**config.mk**
```make
export PLATFORM = sky130hd
export DESIGN_NAME = lsu
export DESIGN_NICKNAME = d
export VERILOG_FILES = /design/src/rtl/xrv_pkg.sv /design/src/rtl/lsu_align.sv /design/src/rtl/lsu.sv
export SDC_FILE = /design/constraint.sdc
export NUM_CORES = 1
export LEC_CHECK = 0
export BUFFER_PORTS_ARGS = -buffer_cell sky130_fd_sc_hd__clkbuf_2
export CORE_MARGIN = 1.5
export CORE_UTILIZATION = 49
export CTS_BUF_LIST = sky130_fd_sc_hd__clkbuf_4 sky130_fd_sc_hd__clkbuf_8 sky130_fd_sc_hd__clkbuf_16
export DETAILED_ROUTE_END_ITERATION = 16
export PLACE_DENSITY = 0.78
export SLEW_MARGIN = 20
export SYNTH_ARGS = -nofsm -noshare
export SYNTH_HDL_FRONTEND = slang
export SYNTH_HIERARCHICAL = 1
export SYNTH_SLANG_ARGS = --single-unit
```
**constraint.sdc**
```tcl
create_clock -name clk -period 3.3 [get_ports clk]
set_input_delay 0.33 -clock clk [delete_from_list [all_inputs] [get_ports clk]]
set_output_delay 0.33 -clock clk [all_outputs]
set_load 0.01 [all_outputs]
```
**src/rtl/xrv_pkg.sv**
```systemverilog
// Shared definitions for the load/store unit.
//   lsu_state_t  : LSU control states (IDLE, REQ, DONE)
//   F3_*         : funct3 access size / sign encodings
//   LS_ERR_*     : completion status codes reported on ls_err
//   f3_size      : funct3 -> access size (undefined codes behave as word)
//   f3_unsigned  : funct3 -> zero-extend flag for loads
//   f3_misaligned: access size vs. low address bits alignment check
package xrv_pkg;

  typedef enum logic [1:0] {
    LSU_IDLE = 2'd0,
    LSU_REQ  = 2'd1,
    LSU_DONE = 2'd2
  } lsu_state_t;

  typedef enum logic [1:0] {
    SZ_BYTE = 2'd0,
    SZ_HALF = 2'd1,
    SZ_WORD = 2'd2
  } ls_size_t;

  localparam logic [2:0] F3_LB  = 3'b000;
  localparam logic [2:0] F3_LH  = 3'b001;
  localparam logic [2:0] F3_LW  = 3'b010;
  localparam logic [2:0] F3_LBU = 3'b100;
  localparam logic [2:0] F3_LHU = 3'b101;

  localparam logic [1:0] LS_ERR_OK       = 2'b00;
  localparam logic [1:0] LS_ERR_MISALIGN = 2'b01;
  localparam logic [1:0] LS_ERR_TIMEOUT  = 2'b10;

  // 011, 110 and 111 fall through to word size.
  function automatic ls_size_t f3_size(input logic [2:0] f3);
    case (f3)
      F3_LB, F3_LBU: return SZ_BYTE;
      F3_LH, F3_LHU: return SZ_HALF;
      default:       return SZ_WORD;
    endcase
  endfunction

  function automatic logic f3_unsigned(input logic [2:0] f3);
    return (f3 == F3_LBU) || (f3 == F3_LHU);
  endfunction

  function automatic logic f3_misaligned(input logic [2:0] f3, input logic [1:0] lo);
    case (f3_size(f3))
      SZ_BYTE: return 1'b0;
      SZ_HALF: return lo[0];
      default: return |lo;
    endcase
  endfunction

endpackage

```
**src/rtl/lsu_align.sv**
```systemverilog
// Lane steering and load extension for the LSU (purely combinational).
//   funct3     in  : access size / sign
//   ea_lo      in  : effective address bits [1:0]
//   store_data in  : raw store operand (rs2)
//   rdata      in  : raw bus read word
//   be         out : byte-lane enables
//   wdata      out : store data replicated across lanes
//   load_data  out : selected lane, sign/zero extended
module lsu_align
  import xrv_pkg::*;
(
  input  logic [2:0]  funct3,
  input  logic [1:0]  ea_lo,
  input  logic [31:0] store_data,
  input  logic [31:0] rdata,
  output logic [3:0]  be,
  output logic [31:0] wdata,
  output logic [31:0] load_data
);

  ls_size_t    size;
  logic        uns;
  logic [31:0] shifted;

  always_comb begin
    size    = f3_size(funct3);
    uns     = f3_unsigned(funct3);
    // Bring the addressed lane down to bit 0.
    shifted = rdata >> {ea_lo, 3'b000};
    be        = 4'hF;
    wdata     = store_data;
    load_data = shifted;
    case (size)
      SZ_BYTE: begin
        be        = 4'b0001 << ea_lo;
        wdata     = {4{store_data[7:0]}};
        load_data = uns ? {24'h0, shifted[7:0]} : {{24{shifted[7]}}, shifted[7:0]};
      end
      SZ_HALF: begin
        be        = 4'b0011 << ea_lo;
        wdata     = {2{store_data[15:0]}};
        load_data = uns ? {16'h0, shifted[15:0]} : {{16{shifted[15]}}, shifted[15:0]};
      end
      default: begin
        be        = 4'hF;
        wdata     = store_data;
        load_data = shifted;
      end
    endcase
  end

endmodule

```
**src/rtl/lsu.sv**
```systemverilog
// Load/store unit: accepts one decoded load/store in IDLE, issues a single
// data-bus request held until acknowledged or timed out, then reports a
// one-cycle completion with status and load write-back.
//   clk, rst                      : clock, synchronous active-high reset
//   ex_valid, op_load, op_store   : decoded instruction handshake
//   funct3, dest                  : access size/sign, load destination
//   rs1_data, rs2_data, imm_signed: base, store data, signed offset
//   d_req/d_we/d_addr/d_be/d_wdata: data-bus request
//   d_ack, d_rdata                : data-bus response
//   ls_done, ls_err               : completion pulse and status
//   wb_en, wb_dest, wb_data       : load write-back (with ls_done)
module lsu
  import xrv_pkg::*;
#(
  parameter int TIMEOUT = 16
) (
  input  logic        clk,
  input  logic        rst,
  input  logic        ex_valid,
  input  logic        op_load,
  input  logic        op_store,
  input  logic [2:0]  funct3,
  input  logic [4:0]  dest,
  input  logic [31:0] rs1_data,
  input  logic [31:0] rs2_data,
  input  logic [31:0] imm_signed,
  output logic        d_req,
  output logic        d_we,
  output logic [31:0] d_addr,
  output logic [3:0]  d_be,
  output logic [31:0] d_wdata,
  input  logic        d_ack,
  input  logic [31:0] d_rdata,
  output logic        ls_done,
  output logic        wb_en,
  output logic [4:0]  wb_dest,
  output logic [31:0] wb_data,
  output logic [1:0]  ls_err
);

  localparam int CW = (TIMEOUT > 1) ? $clog2(TIMEOUT) : 1;
  localparam logic [CW-1:0] CNT_LAST = CW'(TIMEOUT - 1);

  lsu_state_t  state;
  logic [31:0] ea_q;
  logic [31:0] rs2_q;
  logic [2:0]  f3_q;
  logic [4:0]  dest_q;
  logic        load_q;
  logic [1:0]  err_q;
  logic [31:0] wb_data_q;
  logic [CW-1:0] cnt;

  logic [31:0] ea_next;
  logic [3:0]  al_be;
  logic [31:0] al_wdata;
  logic [31:0] al_load;

  assign ea_next = rs1_data + imm_signed;

  lsu_align u_align (
    .funct3     (f3_q),
    .ea_lo      (ea_q[1:0]),
    .store_data (rs2_q),
    .rdata      (d_rdata),
    .be         (al_be),
    .wdata      (al_wdata),
    .load_data  (al_load)
  );

  always_ff @(posedge clk) begin
    if (rst) begin
      state     <= LSU_IDLE;
      cnt       <= '0;
      ea_q      <= '0;
      rs2_q     <= '0;
      f3_q      <= '0;
      dest_q    <= '0;
      load_q    <= 1'b0;
      err_q     <= LS_ERR_OK;
      wb_data_q <= '0;
    end else begin
      case (state)
        LSU_IDLE: begin
          if (ex_valid && (op_load || op_store)) begin
            ea_q      <= ea_next;
            rs2_q     <= rs2_data;
            f3_q      <= funct3;
            dest_q    <= dest;
            load_q    <= op_load;
            cnt       <= '0;
            wb_data_q <= '0;
            if (f3_misaligned(funct3, ea_next[1:0])) begin
              err_q <= LS_ERR_MISALIGN;
              state <= LSU_DONE;
            end else begin
              err_q <= LS_ERR_OK;
              state <= LSU_REQ;
            end
          end
        end
        LSU_REQ: begin
          // Ack takes priority over the final timeout cycle.
          if (d_ack) begin
            if (load_q) wb_data_q <= al_load;
            state <= LSU_DONE;
          end else if (cnt == CNT_LAST) begin
            err_q <= LS_ERR_TIMEOUT;
            state <= LSU_DONE;
          end else begin
            cnt <= cnt + 1'b1;
          end
        end
        LSU_DONE: state <= LSU_IDLE;
        default:  state <= LSU_IDLE;
      endcase
    end
  end

  assign d_req   = (state == LSU_REQ);
  assign d_we    = d_req && !load_q;
  assign d_be    = d_req ? al_be : 4'h0;
  assign d_addr  = {ea_q[31:2], 2'b00};
  assign d_wdata = al_wdata;

  assign ls_done = (state == LSU_DONE);
  assign ls_err  = err_q;
  assign wb_en   = ls_done && load_q && (err_q == LS_ERR_OK);
  assign wb_dest = dest_q;
  assign wb_data = wb_data_q;

endmodule

```
==> flow_results.org <==
** Status
- The run finished with clean final reports.

** Global route
- Met1 demand-to-capacity share in global routing :: 0.320
- Met2 Use GR :: 0.406
- All-Layer GR Usage :: 0.245
- For this run, global-route usage on met3 was measured as 0.0557.
- The layer flagged by global routing as most heavily used is met2.
- First-pass GRT wire length :: 32.0 mm
- Entering global routing, the biggest net connects 69 pins.
- The via count of the first global-routing pass was 6,817.
- Summed over all layers, the global routing overflow is 0.
- The number of antenna violations at the first check in global routing is 0.

** Timing
- Final count of negative-setup-slack endpoints :: 0
- Post-route minimum period :: 2.39 ns
- Max-slew violation count :: 0
- Setup slack closes at 0.906 ns.
- Setup repair after global routing missed its margin :: false
- For the final routed database, the setup TNS stands at 0 ns.
- Final clock skew :: 0.00941 ns
- In the finished design, the share of the clock period the worst path needs comes to 0.726.
- Measured against its own limit, the worst slew margin works out to 0.477.
- Final hold viol count :: 0
- For the pin with the worst max-slew slack, the measured transition is 0.782 ns.
- Maximum clock rate :: 418 MHz

** Clock tree
- CTS Sinks :: 113
- The longest clock path from root to sink contains 2 buffers.
- After clock tree synthesis, the flow added hold-fix buffers numbering 0.
- Root cell of the clock tree :: clkbuf_16
- H-tree lvl count :: 4
- Buffers inserted during clock tree synthesis total 17.
- Clock-pin slew was measured on the worst setup and hold paths at 0.06 ns.
- Post-CTS repair timing setup buffer count :: 0
- Cts repair resizes :: 0
- The later pin in the worst-skew pair is clocked with a latency of 0.41 ns.
- CTS tree :: yes

** Logic synthesis
- For this run, the number of Yosys warnings is 6.
- Instance count of the mapped netlist :: 982
- The most used flip-flop cell after synthesis is dfxtp_1.
- After synthesis the netlist holds a flip-flop and latch count of 113.
- Async set or reset register ratio after synthesis :: 0
- Count of flip-flops with a built-in enable after synthesis :: 0
- Syn Area/Cell :: 7.63 µm²
- Synthesis instantiated 68 different standard cells from the library.
- Total standard cell area after synthesis :: 7490 µm²
- Sequential fraction of the synthesis area :: 0.302

** Setup path
- Data on the critical path is required at its endpoint by 2.97 ns.
- Critical path's slowest cell :: dfxtp_1
- The worst setup path is launched from a register.
- Counting both buffers and inverters, the worst setup path holds a total of 2.
- Worst reg2reg endpoint :: wb_data[14]$_SDFFE_PP0P_
- Setup slack on the worst reg-to-reg path comes out at 1.22 ns.
- On the worst path, the slowest cell contributes a delay of 0.78 ns.
- Startpoint of the most critical register-to-register path :: ea_q[1]$_SDFFE_PP0P_
- STA puts the critical path data arrival time at 2.06 ns.
- Walking the worst path, the cells encountered are nor2b_1, buf_4, a211o_1, and2_1, clkbuf_2.
- The worst setup path is captured at a primary output.
- Dominant delay contributor by cell family on the critical path :: flip-flops
- Type of the worst setup path :: register to primary output
- CP max FO :: 17
- Counting cells, the worst reg-to-reg path comes to 6.

** Place
- In this run the tool buffered the top-level ports with 250 buffer cells.
- Detailed placement ended at an HPWL of 14.8 mm.
- Pre-CTS setup slack :: 0.648 ns
- Placed Cells :: 1,321
- The congestion estimate from routability-driven global placement came to 0.910.

** Detailed routing
- In this run the remaining antenna-violating nets after routing total 0.
- DRC :: 0
- Iteration-0 DRC Markers :: 622
- First-pass iteration count of the detailed router :: 5
- In the routed layout, each cell is associated on average with a via count of 5.56.
- Drt total wl :: 20.1 mm
- For this block, the via count after detailed routing is 7,528.
- Routed len/inst :: 14.9 µm

** Die
- The floorplan has 45 rows.
- Core Area :: 15,100 µm²
- Initial cell density of the core :: 0.496
- Die width :: 127 µm
- Chip height :: 127 µm
- During I/O placement, the number of pins put on the boundary was 253.
- The die covers 16,000 µm².

** Pwr
- Summing internal, switching and leakage power gives 4.32 mW.
- VDD sags by at most 299 µV.
- In this run the static leakage power is 3.99 nW.
- Power per Cell Area :: 480 nW/µm²

** Flow run
- Max-cap violations :: 0

** Worst hold path
- Min-delay src :: rs2_data[21]
- Along the worst hold path, the cell count comes to 3.
- For hold timing, the worst endpoint is rs2_q[21]$_SDFFE_PP0P_.
- The min-delay analysis places its worst path in the category input port to register.

** Finish
- The number of antenna diodes in the final layout is 0.
- At the end of the flow, the number of nets in the layout was 1,327.
- Sequential Area :: 2260 µm²
- Area Growth Syn to Fin :: 20.1%
- Counting the fill cells in the layout gives 1,450.
- Fin cells :: 1,353
- In the final layout, the share of cells above drive strength 1 is 0.303.
- Summing all multi-input logic gate instances after layout gives 4540 µm².
[metrics by stage]
| stage | util | area [µm²] | hold slack (ns) |
|---|---|---|---|
| 2_1_floorplan | - | 7490 | 0.426 |
| 3_3_place_gp | 0.559 | 8430 | 0.436 |
| 3_5_place_dp | 0.559 | 8430 | 0.443 |
| 4_1_cts | 0.596 | 8990 | 0.122 |
| 5_1_grt | 0.596 | 8990 | 0.128 |
| 6_report | 0.596 | 8990 | 0.138 |
[cell families after synthesis]
family,synth area share
buffers and inverters,0.0936
multiplexers,0.0792
adder cells (fa/ha/maj),0.0561
other,0.000501
XOR/XNOR,0.0316
AO/OA/AOI/OAI,0.207
flip-flops,0.302
AND/OR/NAND/NOR,0.230
[where the power goes]
group          total, mW  internal, mW  switching, mW
sequential          1.51          1.45         0.0640
combinational       1.07         0.440          0.629
clock               1.74          1.04          0.700
[registers in the layout, summed over array words and instances (netlist names)]
| name | cells |
|---|---|
| cnt | 4 |
| f3_q | 3 |
| load_q | 1 |
| ls_err | 2 |
| wb_dest | 5 |
| state | 2 |
| rs2_q | 32 |
| ea_q | 32 |
| wb_data | 32 |
[per-layer routing]
layer  up-vias  share of wire
met5         -              0
met4         0          0.012
met3        17          0.065
met2       272           0.48
met1      3468           0.45
li1       3771              -
[worst max-delay path by stage]
stage                          from                    end  slack, ns  cells past startpoint
2_1_floorplan           rs1_data[0]  ea_q[28]$_SDFFE_PP0P_       1.04                      9
3_3_place_gp            rs1_data[0]  ea_q[28]$_SDFFE_PP0P_       0.68                     10
3_5_place_dp            rs1_data[0]  ea_q[28]$_SDFFE_PP0P_       0.65                     10
6_report       ea_q[1]$_SDFFE_PP0P_                d_be[2]       0.91                      5
5_1_grt        ea_q[1]$_SDFFE_PP0P_                d_be[2]       0.80                      5
4_1_cts        ea_q[1]$_SDFFE_PP0P_                d_be[2]       0.87                      5
[cell type report]
class / count / share of cell area
Clock buffer: 17 / 0.0473
Timing Repair Buffer: 263 / 0.150
Multi-Input combinational cell: 745 / 0.505
Sequential cell: 113 / 0.251
Clock inverter: 15 / 0.0150
Inverter: 12 / 0.00501
Tap cell: 188 / 0.0262
[worst register-to-register path, cell delays in order (launching register included)]
cell,delay (ns)
dfxtp_1,0.78
buf_4,0.35
mux2_4,0.34
a221oi_2,0.26
a21oi_1,0.07
nand2_1,0.09
a21oi_1,0.06
[cell usage in the layout, fill, tap and decap left out, types with 6 or more instances in the layout]
cell type / n
a21o_1: 12
a21oi_1: 134
a221oi_1: 6
a221oi_2: 6
a31oi_1: 6
and2_1: 6
buf_4: 14
clkbuf_16: 17
clkbuf_2: 249
dfxtp_1: 113
ha_1: 32
inv_1: 11
mux2_2: 26
mux2_4: 8
mux2i_1: 18
nand2_1: 209
nand2b_1: 6
nand3_1: 39
nand4_1: 31
nor2_1: 39
nor2b_1: 8
nor3_1: 8
o211ai_1: 7
o21ai_0: 45
xnor2_1: 12
xor2_1: 15
[cell usage after synthesis (7+ instances only)]
library cell | instances | area [µm²]
a21o_1 | 12 | 90.1
a21oi_1 | 134 | 671
buf_1 | 9 | 33.8
buf_2 | 16 | 80.1
buf_4 | 43 | 323
clkbuf_1 | 38 | 143
dfxtp_1 | 113 | 2260
ha_1 | 32 | 400
inv_1 | 11 | 41.3
mux2_2 | 26 | 293
mux2_4 | 8 | 120
mux2i_1 | 18 | 180
nand2_1 | 209 | 785
nand3_1 | 39 | 195
nand4_1 | 31 | 194
nor2_1 | 39 | 146
nor2b_1 | 8 | 50.1
nor3_1 | 9 | 45.0
o211ai_1 | 7 | 52.6
o21ai_0 | 45 | 225
xnor2_1 | 12 | 105
xor2_1 | 15 | 131
Note: power is estimated with default switching activity, not from simulation.
